==> src/rtl/store_narrow_rmw_if.sv <==
// Store request / data memory port bundle for store_narrow_rmw.
// The slave view is the narrowing block; the master view is the pipeline plus memory.
interface store_narrow_rmw_if #(
  parameter int ADDR_W = 10
);
  logic              req_valid;
  logic              req_ready;
  logic [31:0]       req_addr;
  logic [31:0]       req_data;
  logic [1:0]        req_size;
  logic [ADDR_W-1:0] mem_addr;
  logic              mem_rd_en;
  logic [31:0]       mem_rd_data;
  logic              mem_wr_en;
  logic [31:0]       mem_wr_data;
  logic              done;
  logic              misaligned_err;

  modport slave (
    input  req_valid, req_addr, req_data, req_size, mem_rd_data,
    output req_ready, mem_addr, mem_rd_en, mem_wr_en, mem_wr_data, done, misaligned_err
  );

  modport master (
    output req_valid, req_addr, req_data, req_size, mem_rd_data,
    input  req_ready, mem_addr, mem_rd_en, mem_wr_en, mem_wr_data, done, misaligned_err
  );
endinterface

==> src/rtl/store_narrow_rmw.sv <==
// Narrows a register value to byte/half/word and stores it into a word-wide memory
// without byte enables, using read-modify-write for sub-word stores.
module store_narrow_rmw #(
  parameter int ADDR_W = 10
) (
  input logic               clk,
  input logic               reset,
  store_narrow_rmw_if.slave bus
);
  localparam logic [1:0] SZ_BYTE = 2'b00;
  localparam logic [1:0] SZ_HALF = 2'b01;
  localparam logic [1:0] SZ_WORD = 2'b10;

  typedef enum logic [1:0] {IDLE, READ, MERGE, WRITE} state_t;

  state_t            state_q, state_d;
  logic [ADDR_W-1:0] waddr_q;
  logic [1:0]        lane_q;
  logic [1:0]        size_q;
  logic [15:0]       data_q;
  logic [31:0]       wr_data_q;
  logic [31:0]       merged;
  logic              err_q;
  logic              accept;
  logic              aligned;
  logic              unused_addr_bits;

  // Upper address bits fall outside the memory; stores wrap modulo its size.
  assign unused_addr_bits = ^bus.req_addr[31:ADDR_W+2];

  assign accept = bus.req_valid && bus.req_ready;

  always_comb begin
    // NOTE: every always_comb output gets a default first so no path infers a latch.
    aligned = 1'b0;
    case (bus.req_size)
      SZ_BYTE: aligned = 1'b1;
      SZ_HALF: aligned = ~bus.req_addr[0];
      SZ_WORD: aligned = (bus.req_addr[1:0] == 2'b00);
      default: aligned = 1'b0;
    endcase
  end

  always_comb begin
    state_d = state_q;
    case (state_q)
      IDLE:    if (accept && aligned) state_d = (bus.req_size == SZ_WORD) ? WRITE : READ;
      READ:    state_d = MERGE;
      MERGE:   state_d = WRITE;
      WRITE:   state_d = IDLE;
      default: state_d = IDLE;
    endcase
  end

  // Only the selected lane(s) are replaced; the rest of the word is preserved.
  always_comb begin
    merged = bus.mem_rd_data;
    if (size_q == SZ_BYTE) merged[{lane_q, 3'b000} +: 8]   = data_q[7:0];
    else                   merged[{lane_q[1], 4'b0000} +: 16] = data_q;
  end

  always_ff @(posedge clk or posedge reset) begin
    // NOTE: sequential state uses non-blocking assignments so all flops update together.
    if (reset) state_q <= IDLE;
    else       state_q <= state_d;
  end

  always_ff @(posedge clk or posedge reset) begin
    if (reset) begin
      waddr_q   <= '0;
      lane_q    <= '0;
      size_q    <= '0;
      data_q    <= '0;
      wr_data_q <= '0;
      err_q     <= 1'b0;
    end else begin
      err_q <= accept && !aligned;
      if (accept && aligned) begin
        waddr_q <= bus.req_addr[ADDR_W+1:2];
        lane_q  <= bus.req_addr[1:0];
        size_q  <= bus.req_size;
        data_q  <= bus.req_data[15:0];
        if (bus.req_size == SZ_WORD) wr_data_q <= bus.req_data;
      end
      if (state_q == MERGE) wr_data_q <= merged;
    end
  end

  assign bus.req_ready      = (state_q == IDLE) && !reset;
  assign bus.mem_addr       = waddr_q;
  assign bus.mem_rd_en      = (state_q == READ);
  assign bus.mem_wr_en      = (state_q == WRITE);
  assign bus.mem_wr_data    = wr_data_q;
  assign bus.done           = (state_q == WRITE);
  assign bus.misaligned_err = err_q;
endmodule
==> src/flat_wrapper.sv <==
// flat-port wrapper written by rule: the top's interface ports become plain ports
module store_narrow_rmw_flat 
#(
  parameter int ADDR_W = 10
)
  (clk, reset, bus_req_valid, bus_req_addr, bus_req_data, bus_req_size, bus_mem_rd_data, bus_req_ready, bus_mem_addr, bus_mem_rd_en, bus_mem_wr_en, bus_mem_wr_data, bus_done, bus_misaligned_err);
  store_narrow_rmw_if #(.ADDR_W(ADDR_W)) bus_i ();
  input logic clk;
  input logic reset;
  input wire logic [$bits(bus_i.req_valid)-1:0] bus_req_valid;
  input wire logic [$bits(bus_i.req_addr)-1:0] bus_req_addr;
  input wire logic [$bits(bus_i.req_data)-1:0] bus_req_data;
  input wire logic [$bits(bus_i.req_size)-1:0] bus_req_size;
  input wire logic [$bits(bus_i.mem_rd_data)-1:0] bus_mem_rd_data;
  output wire logic [$bits(bus_i.req_ready)-1:0] bus_req_ready;
  output wire logic [$bits(bus_i.mem_addr)-1:0] bus_mem_addr;
  output wire logic [$bits(bus_i.mem_rd_en)-1:0] bus_mem_rd_en;
  output wire logic [$bits(bus_i.mem_wr_en)-1:0] bus_mem_wr_en;
  output wire logic [$bits(bus_i.mem_wr_data)-1:0] bus_mem_wr_data;
  output wire logic [$bits(bus_i.done)-1:0] bus_done;
  output wire logic [$bits(bus_i.misaligned_err)-1:0] bus_misaligned_err;
  assign bus_i.req_valid = bus_req_valid;
  assign bus_i.req_addr = bus_req_addr;
  assign bus_i.req_data = bus_req_data;
  assign bus_i.req_size = bus_req_size;
  assign bus_i.mem_rd_data = bus_mem_rd_data;
  assign bus_req_ready = bus_i.req_ready;
  assign bus_mem_addr = bus_i.mem_addr;
  assign bus_mem_rd_en = bus_i.mem_rd_en;
  assign bus_mem_wr_en = bus_i.mem_wr_en;
  assign bus_mem_wr_data = bus_i.mem_wr_data;
  assign bus_done = bus_i.done;
  assign bus_misaligned_err = bus_i.misaligned_err;
  store_narrow_rmw #(.ADDR_W(ADDR_W)) u_core (.clk(clk), .reset(reset), .bus(bus_i));
endmodule
==> config.mk <==
export PLATFORM = sky130hd
export DESIGN_NAME = store_narrow_rmw_flat
export DESIGN_NICKNAME = d
export VERILOG_FILES = /design/src/rtl/store_narrow_rmw_if.sv /design/src/rtl/store_narrow_rmw.sv /design/src/flat_wrapper.sv
export SDC_FILE = /design/constraint.sdc
export NUM_CORES = 1
export LEC_CHECK = 0
export CAP_MARGIN = 0
export CORE_MARGIN = 5
export CORE_UTILIZATION = 47
export DETAILED_ROUTE_END_ITERATION = 8
export GPL_ROUTABILITY_DRIVEN = 0
export PLACE_DENSITY = 0.86
export SLEW_MARGIN = 15
export SYNTH_ARGS = -nofsm -noshare
export SYNTH_HDL_FRONTEND = slang
export SYNTH_SLANG_ARGS = --single-unit
==> constraint.sdc <==
create_clock -name clk -period 3.6 [get_ports clk]
set_input_delay 0.54 -clock clk [delete_from_list [all_inputs] [get_ports clk]]
set_output_delay 0.54 -clock clk [all_outputs]
set_load 0.1 [all_outputs]
==> impl_metrics.json <==
{
  "wire_per_inst_microns": 20.2,
  "drt-initial-drc-count": 151,
  "tightest_slew_ns": 1.02,
  "rsz0062_at_grt": "false",
  "vias": 3331,
  "synth_top_cell_by_area": "dfrtp_1",
  "whs_endpoint": "u_core.bus.mem_wr_data[15]",
  "diodes": 0,
  "syn_area_sq_mm": 0.00367,
  "drive_gt1_share_pct": 20.9,
  "hold_viol_final": 0,
  "syn_nets": 438,
  "period_share_pct": 75.4,
  "rows": 32,
  "synth_top_area_share_pct": 44.3,
  "areaGrowthSynthToFinish_pct": 43.3,
  "io_buffer_count": 127,
  "worst_clock_skew_ns": 0.00954,
  "root_buffer": "clkbuf_8",
  "synth-edff-count": 0,
  "cts_tree": "built",
  "clock_latency_ns": 0.36,
  "grt_usage_pct": 22.7,
  "critPathMaxFanout": 4,
  "cp.required_ns": 3.06,
  "yosysWarnings": 0,
  "arrival_ns": 2.17,
  "r2r_end": "u_core.bus.mem_wr_data[22]",
  "die_x_microns": 98.4,
  "slew_viol_final": 0,
  "synth_cell_types": 30,
  "cts_resized": 0,
  "cts_made_buffers": 9,
  "ys.flop_type": "dfrtp_1",
  "crit_slowest_cell": "clkdlybuf4s50_1",
  "antenna_found_initial": 0,
  "path_buf_inv": 2,
  "rr_worst_depth": 5,
  "worst-setup-path-type": "register to primary output",
  "ctsHoldBuffers": 0,
  "dieHeight_microns": 98.4,
  "slew_headroom_pct": 31.9,
  "final_nets": 556,
  "syn_inst": 327,
  "ant_nets": 0,
  "crit_chain": "inv_1 -> ha_1 -> clkdlybuf4s50_1",
  "critPathLaunch": "u_core.state_q[1]",
  "synth.area.top_cells": "dfrtp_1 44%, mux2_2 19%, a221oi_1 7.4%",
  "setup_tns_ns": 0,
  "clock_path_buffers": 2,
  "synth_seq_area_share_pct": 44.3,
  "htree_levels": 3,
  "max-cap-violations": 0,
  "grt_max_degree": 65,
  "end_kind": "primary output",
  "grt_pass1_wl_mm": 17.6,
  "core_sq_mm": 0.00765,
  "hpwl_mm": 7.80,
  "critPathTopFamily": "buffers and inverters",
  "fmax_ghz": 0.368,
  "route.detailed.drc": 0,
  "synth_common_cells": "65 x dfrtp_1, 61 x mux2_2, 34 x nand2_1",
  "boundaryPins": 148,
  "finalWirelength_mm": 11.2,
  "slowest_delay_ns": 1.14,
  "hold_depth": 2,
  "min_path_type": "register to register",
  "postSynthAreaPerCell_sq_um": 11.2,
  "dr.pass1.iters": 4,
  "rrSetupSlack_ns": 1.09,
  "start_util_pct": 48.0,
  "synth-seq-cells": 65,
  "r2r-start": "u_core.state_q[0]",
  "finalSetupViolCount": 0,
  "outcome": "finished, final reports clean",
  "viasPerCell": 6.03,
  "yosysMostFrequentCell": "dfrtp_1",
  "async_reset_ff_share_pct": 100,
  "fin_crit_ns": 2.71,
  "start_kind": "register",
  "die_area_sq_mm": 0.00968,
  "cts.clk_slew.worst_paths_ns": 0.07,
  "overflow": 0,
  "clock_sinks": 65,
  "hp-start": "u_core.bus.mem_wr_data[15]",
  "cts_setup_buffers": 0,
  "grt_pass1_vias": 3428
}
[worst max-delay path by stage]
| stage | to | slack, ns | cells after the start |
|---|---|---|---|
| 5_1_grt | bus_mem_rd_en | 0.83 | 3 |
| 3_3_place_gp | u_core.bus.mem_wr_data[31] | 0.81 | 5 |
| 2_1_floorplan | bus_req_ready | 1.00 | 3 |
| 4_1_cts | u_core.bus.mem_wr_data[4] | 0.75 | 5 |
| 6_report | bus_mem_rd_en | 0.89 | 3 |
| 3_5_place_dp | u_core.bus.mem_wr_data[4] | 0.79 | 5 |
[worst register-to-register path, stage by stage (launching register included)]
cell      delay [ns]
dfrtp_1         0.40
inv_1           0.12
ha_1            0.69
nand2_2         0.61
a221oi_1        0.44
o31ai_1         0.10
[registers in the layout, indices dropped and copies added (netlist names)]
signal and flops:
u_core.bus.mem_wr_data 32, u_core.data_q 16, u_core.state_q 2, u_core.bus.misaligned_err 1, u_core.bus.mem_addr 10, u_core.size_q 2
u_core.lane_q 2
[cells in the final DEF (no fill, tap or decap), types with 2 or more instances in the layout]
master	Yosys	routed
clkdlybuf4s50_1	0	126
dfrtp_1	65	65
mux2_2	61	61
nand2_1	34	33
o31ai_1	32	32
o22ai_1	32	32
a221oi_1	31	31
ha_1	10	10
clkbuf_8	0	9
inv_1	9	8
buf_4	4	7
bufinv_16	0	3
nor2_1	2	2
and4_1	2	2
a21oi_1	2	2
and2_1	2	2
nor2b_1	2	2
o21ai_0	2	2
a211oi_1	2	2
inv_6	0	2
clkinv_4	0	2
[stage by stage]
step	utilization (%)	worst slack (ns)	hold slack [ns]	area [sq um]	std cells
finish	68.8	0.885	0.479	5260	552
global route	68.8	0.827	0.495	5260	552
CTS	68.7	0.747	0.483	5260	552
detailed placement	65.5	0.793	0.466	5010	536
global placement	65.5	0.808	0.459	5010	536
floorplan	-	1.00	0.473	3670	327
[metal layers]
| layer | up-vias | global-route usage [%] | wire length [microns] |
|---|---|---|---|
| met5 | - | 0 | 0 |
| met4 | 0 | 9.03 | 305 |
| met3 | 29 | 7.71 | 1120 |
| met2 | 172 | 38.5 | 5380 |
| met1 | 1610 | 26.4 | 4360 |
| li1 | 1520 | - | - |
[layout make-up]
class / count / area, sq um
fill: 538 / 2390
multi-input combinational: 225 / 1880
sequential: 65 / 1630
timing repair buffer: 134 / 1330
tap: 102 / 128
clock inverter: 7 / 125
clock buffer: 9 / 124
inverter: 10 / 38.8
[cell families (layout without fill, tap and decap cells)]
| group | after synthesis | after routing | synth area share, % |
|---|---|---|---|
| AOI/OAI and AO/OA | 104 | 104 | 21.5 |
| adders and majority gates | 10 | 10 | 3.41 |
| buffers and inverters | 37 | 160 | 4.70 |
| DFF | 65 | 65 | 44.3 |
| muxes | 62 | 62 | 19.0 |
| and+or+nand+nor | 49 | 49 | 7.09 |
Power is left out: the tool's default activity adds up to more than one toggle a clock period on the data nets, which glitch-free logic cannot reach.
